--- config.mk ---
export PLATFORM = sky130hd
export DESIGN_NAME = dotprod_loader
export DESIGN_NICKNAME = d
export VERILOG_FILES = /design/src/rtl/dotprod_pkg.sv /design/src/rtl/dotprod_loader.sv
export SDC_FILE = /design/constraint.sdc
export NUM_CORES = 1
export LEC_CHECK = 0
export BUFFER_PORTS_ARGS = -buffer_cell sky130_fd_sc_hd__buf_2
export CAP_MARGIN = 20
export CORE_UTILIZATION = 51
export CTS_CLUSTER_SIZE = 12
export DETAILED_ROUTE_END_ITERATION = 8
export HOLD_SLACK_MARGIN = 0.08
export PLACE_DENSITY = 0.89
export SYNTH_ARGS = -nofsm -noshare
export SYNTH_HDL_FRONTEND = slang
export SYNTH_SLANG_ARGS = --single-unit
--- constraint.sdc ---
create_clock -name sys_clk -period 3.3 [get_ports sys_clk]
set_clock_uncertainty 0.1 [all_clocks]
set_input_delay 0.66 -clock sys_clk [delete_from_list [all_inputs] [get_ports sys_clk]]
set_output_delay 0.66 -clock sys_clk [all_outputs]
set_load 0.1 [all_outputs]
--- src/rtl/dotprod_pkg.sv ---
// dotprod_pkg: definitions shared by the dot-product loader, operand memory
// bank and compute stage.
//   - DEFAULT_DEPTH / DEFAULT_ADDR_W / DEFAULT_DATA_W: default sizes
//   - state_t: one-hot 4-bit FSM encoding (S_HDR, S_A, S_B, S_DONE), in the
//     same style as the compute stage's states
package dotprod_pkg;

    localparam int DEFAULT_DEPTH  = 256;
    localparam int DEFAULT_ADDR_W = 8;
    localparam int DEFAULT_DATA_W = 32;

    typedef enum logic [3:0] {
        S_HDR  = 4'b0001,
        S_A    = 4'b0010,
        S_B    = 4'b0100,
        S_DONE = 4'b1000
    } state_t;

endpackage

--- src/rtl/dotprod_loader.sv ---
// dotprod_loader: upstream feeder for the dot-product datapath. It accepts a
// framed valid/ready word stream made of a header word (n), then n a-words,
// then n b-words. It issues registered write strobes into the a/b operand
// memories. When the frame is complete it raises loaded, and holds it until
// the compute stage returns loaded_ack.
// Ports:
//   sys_clk, sys_rst_n   clock and asynchronous active-low reset
//   in_valid/in_ready    stream handshake; in_data is the header or operand word
//   wr_en/wr_sel/wr_addr/wr_data  one-cycle memory write (sel 0 = a, 1 = b)
//   n_out                vector length of the loaded frame
//   loaded/loaded_ack    frame-complete level and its acknowledge
//   len_err              one-cycle pulse for a header with n > DEPTH
//   checksum             running sum of the frame's a and b words
// Optional feature: define DOTPROD_LOADER_CHECKSUM_EN to build the checksum
// accumulator. When it is not defined, checksum is tied to 0.
module dotprod_loader
    import dotprod_pkg::*;
#(
    parameter int DEPTH  = DEFAULT_DEPTH,
    parameter int ADDR_W = DEFAULT_ADDR_W,
    parameter int DATA_W = DEFAULT_DATA_W
) (
    input  logic              sys_clk,
    input  logic              sys_rst_n,
    input  logic              in_valid,
    output logic              in_ready,
    input  logic [DATA_W-1:0] in_data,
    output logic              wr_en,
    output logic              wr_sel,
    output logic [ADDR_W-1:0] wr_addr,
    output logic [DATA_W-1:0] wr_data,
    output logic [DATA_W-1:0] n_out,
    output logic              loaded,
    input  logic              loaded_ack,
    output logic              len_err,
    output logic [DATA_W-1:0] checksum
);

    state_t            state_q, state_d;
    logic [ADDR_W-1:0] index_q, index_d;
    logic [DATA_W-1:0] n_out_q, n_out_d;
    logic              in_ready_q, in_ready_d;
    logic              wr_en_q, wr_en_d;
    logic              wr_sel_q, wr_sel_d;
    logic [ADDR_W-1:0] wr_addr_q, wr_addr_d;
    logic [DATA_W-1:0] wr_data_q, wr_data_d;
    logic              loaded_q, loaded_d;
    logic              len_err_q, len_err_d;

    logic xfer;
    logic last_elem;

    assign xfer      = in_valid && in_ready_q;
    // n_out holds the accepted length (1..DEPTH) throughout S_A/S_B, so the
    // last-element test never has to deal with n == 0.
    assign last_elem = (DATA_W'(index_q) == (n_out_q - DATA_W'(1)));

    always_comb begin
        state_d   = state_q;
        index_d   = index_q;
        n_out_d   = n_out_q;
        wr_en_d   = 1'b0;
        wr_sel_d  = wr_sel_q;
        wr_addr_d = wr_addr_q;
        wr_data_d = wr_data_q;
        len_err_d = 1'b0;

        unique case (state_q)
            S_HDR: begin
                if (xfer) begin
                    if (in_data == '0) begin
                        n_out_d = '0;
                        state_d = S_DONE;
                    end else if (in_data > DATA_W'(DEPTH)) begin
                        // Oversized header is dropped; the previous n_out stays.
                        len_err_d = 1'b1;
                    end else begin
                        n_out_d = in_data;
                        index_d = '0;
                        state_d = S_A;
                    end
                end
            end
            S_A, S_B: begin
                if (xfer) begin
                    wr_en_d   = 1'b1;
                    wr_sel_d  = (state_q == S_B);
                    wr_addr_d = index_q;
                    wr_data_d = in_data;
                    if (last_elem) begin
                        index_d = '0;
                        state_d = (state_q == S_A) ? S_B : S_DONE;
                    end else begin
                        index_d = index_q + ADDR_W'(1);
                    end
                end
            end
            S_DONE: begin
                if (loaded_ack) begin
                    state_d = S_HDR;
                end
            end
            default: state_d = S_HDR;
        endcase

        // Registered decodes of the next state. Because loaded rises on the
        // same edge as the last b strobe, both are visible in the same cycle.
        loaded_d   = (state_d == S_DONE);
        in_ready_d = (state_d != S_DONE);
    end

    always_ff @(posedge sys_clk or negedge sys_rst_n) begin
        if (!sys_rst_n) begin
            state_q    <= S_HDR;
            index_q    <= '0;
            n_out_q    <= '0;
            in_ready_q <= 1'b0;
            wr_en_q    <= 1'b0;
            wr_sel_q   <= 1'b0;
            wr_addr_q  <= '0;
            wr_data_q  <= '0;
            loaded_q   <= 1'b0;
            len_err_q  <= 1'b0;
        end else begin
            state_q    <= state_d;
            index_q    <= index_d;
            n_out_q    <= n_out_d;
            in_ready_q <= in_ready_d;
            wr_en_q    <= wr_en_d;
            wr_sel_q   <= wr_sel_d;
            wr_addr_q  <= wr_addr_d;
            wr_data_q  <= wr_data_d;
            loaded_q   <= loaded_d;
            len_err_q  <= len_err_d;
        end
    end

`ifdef DOTPROD_LOADER_CHECKSUM_EN
    logic [DATA_W-1:0] checksum_q, checksum_d;
    logic              hdr_accept;
    logic              op_accept;

    // Any header that starts a frame (including n == 0) clears the sum.
    // Operand words are added on the same edge that registers their write,
    // so the sum is complete when loaded rises and then holds.
    assign hdr_accept = xfer && (state_q == S_HDR) && (in_data <= DATA_W'(DEPTH));
    assign op_accept  = xfer && ((state_q == S_A) || (state_q == S_B));

    always_comb begin
        checksum_d = checksum_q;
        if (hdr_accept) begin
            checksum_d = '0;
        end else if (op_accept) begin
            checksum_d = checksum_q + in_data;
        end
    end

    always_ff @(posedge sys_clk or negedge sys_rst_n) begin
        if (!sys_rst_n) begin
            checksum_q <= '0;
        end else begin
            checksum_q <= checksum_d;
        end
    end

    assign checksum = checksum_q;
`else
    assign checksum = '0;
`endif

    assign in_ready = in_ready_q;
    assign wr_en    = wr_en_q;
    assign wr_sel   = wr_sel_q;
    assign wr_addr  = wr_addr_q;
    assign wr_data  = wr_data_q;
    assign n_out    = n_out_q;
    assign loaded   = loaded_q;
    assign len_err  = len_err_q;

endmodule

==> out/qor.txt <==
CTS Root Cell: clkbuf_8
CTS Buf Count: 9
Die Width: 93.94 um
Slew @ Worst Pin: 684.7 ps
Antenna viol nets, final: 0
Routed wire per std cell: 14.78 um
Diode count: 0
Port Buffers: 112
Post-cts sizing count: 0
TNS Setup: 0 ps
Final Critical Period: 2961 ps
Total power: 2.006 mW
Worst Path Arrival: 3080 ps
Drt pass-1 iters: 4
# IOs: 145
Final Hold Vio Count: 0
Max_cap viols: 0
Total grt overflow: 0
Int Power: 1.410 mW
DRC Markers: 0
Global-route wire length before repair: 16,190 um
Flop pwr share: 0.544
Largest net degree at the start of global routing: 57
Power density cells: 400.7 mW/mm^2
CP startpoint kind: flip-flop
Synth cell count leaders: nand2_1, dfrtp_1, buf_4
Clock buffer depth: 2
Syn avg cell area: 9.350 um^2
Main flop type after synthesis: dfrtp_1
Htree depth: 3
WL final: 10,020 um
Final Util: 0.6093
Async SR Flop Fraction: 1.000
Area delta synth->final: 16.14%
Total track usage: 0.2372
Starting Density: 0.5246
Worst Path Required: 3420 ps
TritonCTS clock tree: done
Clk sink count: 89
Max-slew violation count: 0
Drt via density: 5.335
Static leakage: 2.846 nW
Syn Inst Count: 461
Sequential share of the synthesized area: 0.5170
Clk slew on worst S/H paths: 90 ps
Yosys synthesis warning count: 0
Share of cells above drive strength 1: 0.2670
Final worst slack: 338.7 ps
Fmax: 0.3377 GHz
Synth top area share: 0.5109
Clk network pwr share: 0.346
Setup bufs post-CTS: 0
Status: finished, final reports clean
Switch share: 0.2973
Post-synth EDFFs: 0
Number of antenna violations at the first check in global routing: 0
Slew headroom: 0.5435
Fill cell count: 656
Worst-Skew Late Latency: 350 ps
Synth area leaders: dfrtp_1, nand2_1, buf_4, and2_1, nor4_1
Most common cell in the netlist: nand2_1
Gpl congestion: 0.8683
DPL Wire Length: 7259 um
Vias in the first global route: 3,366
Worst vdd ir: 301.0 uV
Total vias in the final route: 3,617
Critical path peak fanout: 11
Synth area leader: dfrtp_1
Core area: 0.008217 mm^2
# rows: 33
Hold Buf Count CTS: 0
Drt first-iter violations: 298
Combinational Power Share: 0.110
Distinct cells, synth: 57
Crit share post-route: 0.8974
RSZ-0062 raised after global routing: no
Fin nets: 606
Final setup violating endpoints: 0
FF+latch count, synth: 89
Net Sw Power: 596.3 uW
Post-Syn Area: 0.004310 mm^2
Critical Path Sink Type: flip-flop
Die Y: 93.94 um
Setup Crit Path Kind: flip-flop to flip-flop
HP Class: input pin to async pin
Setup WS pre-CTS: 450.8 ps
Die area: 0.008824 mm^2
==> placed cells by master, fill, tap and decap left out, drive strengths merged, types with 3 or more instances in the layout <==
cell,count
nor2,16
clkbuf,11
and3,4
xnor2,6
conb,32
a21oi,11
o21ai,13
dfrtp,88
nor3,9
nand2,136
inv,6
o31ai,4
xor2,10
nor4,18
mux2,9
nand4b,3
clkinvlp,3
buf,118
nand4,6
nor2b,3
and2,22
or3,3
nand3,6
nand3b,3
==> area by class of cell <==
type	count	area, um^2	area share
Clock inverter	5	40.04	0.007998
Clock buffer	11	141.4	0.02824
Inverter	6	22.52	0.004499
Multi-Input combinational cell	344	1833	0.3662
Timing Repair Buffer	118	608.1	0.1215
Tap cell	105	131.4	0.02624
Sequential cell	89	2230	0.4454
==> metrics by stage <==
step           hold WS [ps]  instances  instance area [um^2]
2_1_floorplan         264.4        492                  4428
3_3_place_gp          355.1        662                  4825
3_5_place_dp          358.1        662                  4825
4_1_cts               273.6        678                  5006
5_1_grt               301.5        678                  5006
6_report              244.1        678                  5006
==> cell families (layout without fill, tap and decap cells) <==
group,after synthesis,count (layout),synth area share
AND/OR/NAND/NOR,242,242,0.2705
XOR/XNOR,16,16,0.03251
buffers and inverters,59,140,0.08476
other,1,32,0.0008700
multiplexers,10,10,0.02584
AO/OA/AOI/OAI,42,42,0.06270
flip-flops,89,89,0.5170
adder cells (fa/ha/maj),2,2,0.005805
==> critical path: stages, from the launching register on <==
cell and delay, ps:
dfrtp_1 460, inv_1 80, ha_1 320, inv_1 200, nand4b_1 110, a2111oi_0 480
a21oi_1 100, nor4_1 320, and4_4 300, or2_1 250, a21oi_1 110
==> worst paths after layout <==
kind                                  from    endpoint  slack, ps  depth (start not counted)
max in group asynchronous        sys_rst_n  wr_addr[6]       2160                          2
worst min-delay path             sys_rst_n   n_out[26]        240                          1
min in group sys_clk            wr_addr[5]  wr_addr[5]        380                          2
worst max-delay path              n_out[1]  index_q[5]        340                         10
worst max register to register    n_out[1]  index_q[5]        340                         10
worst min register to register  wr_addr[5]  wr_addr[5]        380                          2
==> sequential cells by signal, summed over array words and instances, names as in the netlist <==
| register | count |
|---|---|
| n_out | 32 |
| wr_data | 32 |
| index_q | 8 |
| wr_addr | 8 |
| state_q | 4 |
| in_ready | 1 |
| len_err | 1 |
| loaded | 1 |
| wr_en | 1 |
| wr_sel | 1 |
==> per-layer routing <==
| metal | up-vias | global-route usage | wire, um |
|---|---|---|---|
| met4 | 0 | 0.1000 | 211 |
| met1 | 1722 | 0.3175 | 4230 |
| met5 | - | 0 | 0 |
| met2 | 176 | 0.3826 | 5012 |
| li1 | 1691 | - | - |
| met3 | 28 | 0.03883 | 570 |
==> power groups by stage <==
stage | Combinational, mW | Clock (mW) | Sequential (mW)
4_1_cts | 0.222 | 0.703 | 1.09
6_report | 0.221 | 0.694 | 1.09
3_3_place_gp | 0.220 | 0 | 1.11
3_5_place_dp | 0.222 | 0 | 1.11
5_1_grt | 0.232 | 0.758 | 1.09
2_1_floorplan | 0.191 | 0 | 1.12
(Power assumes the default switching activity.)
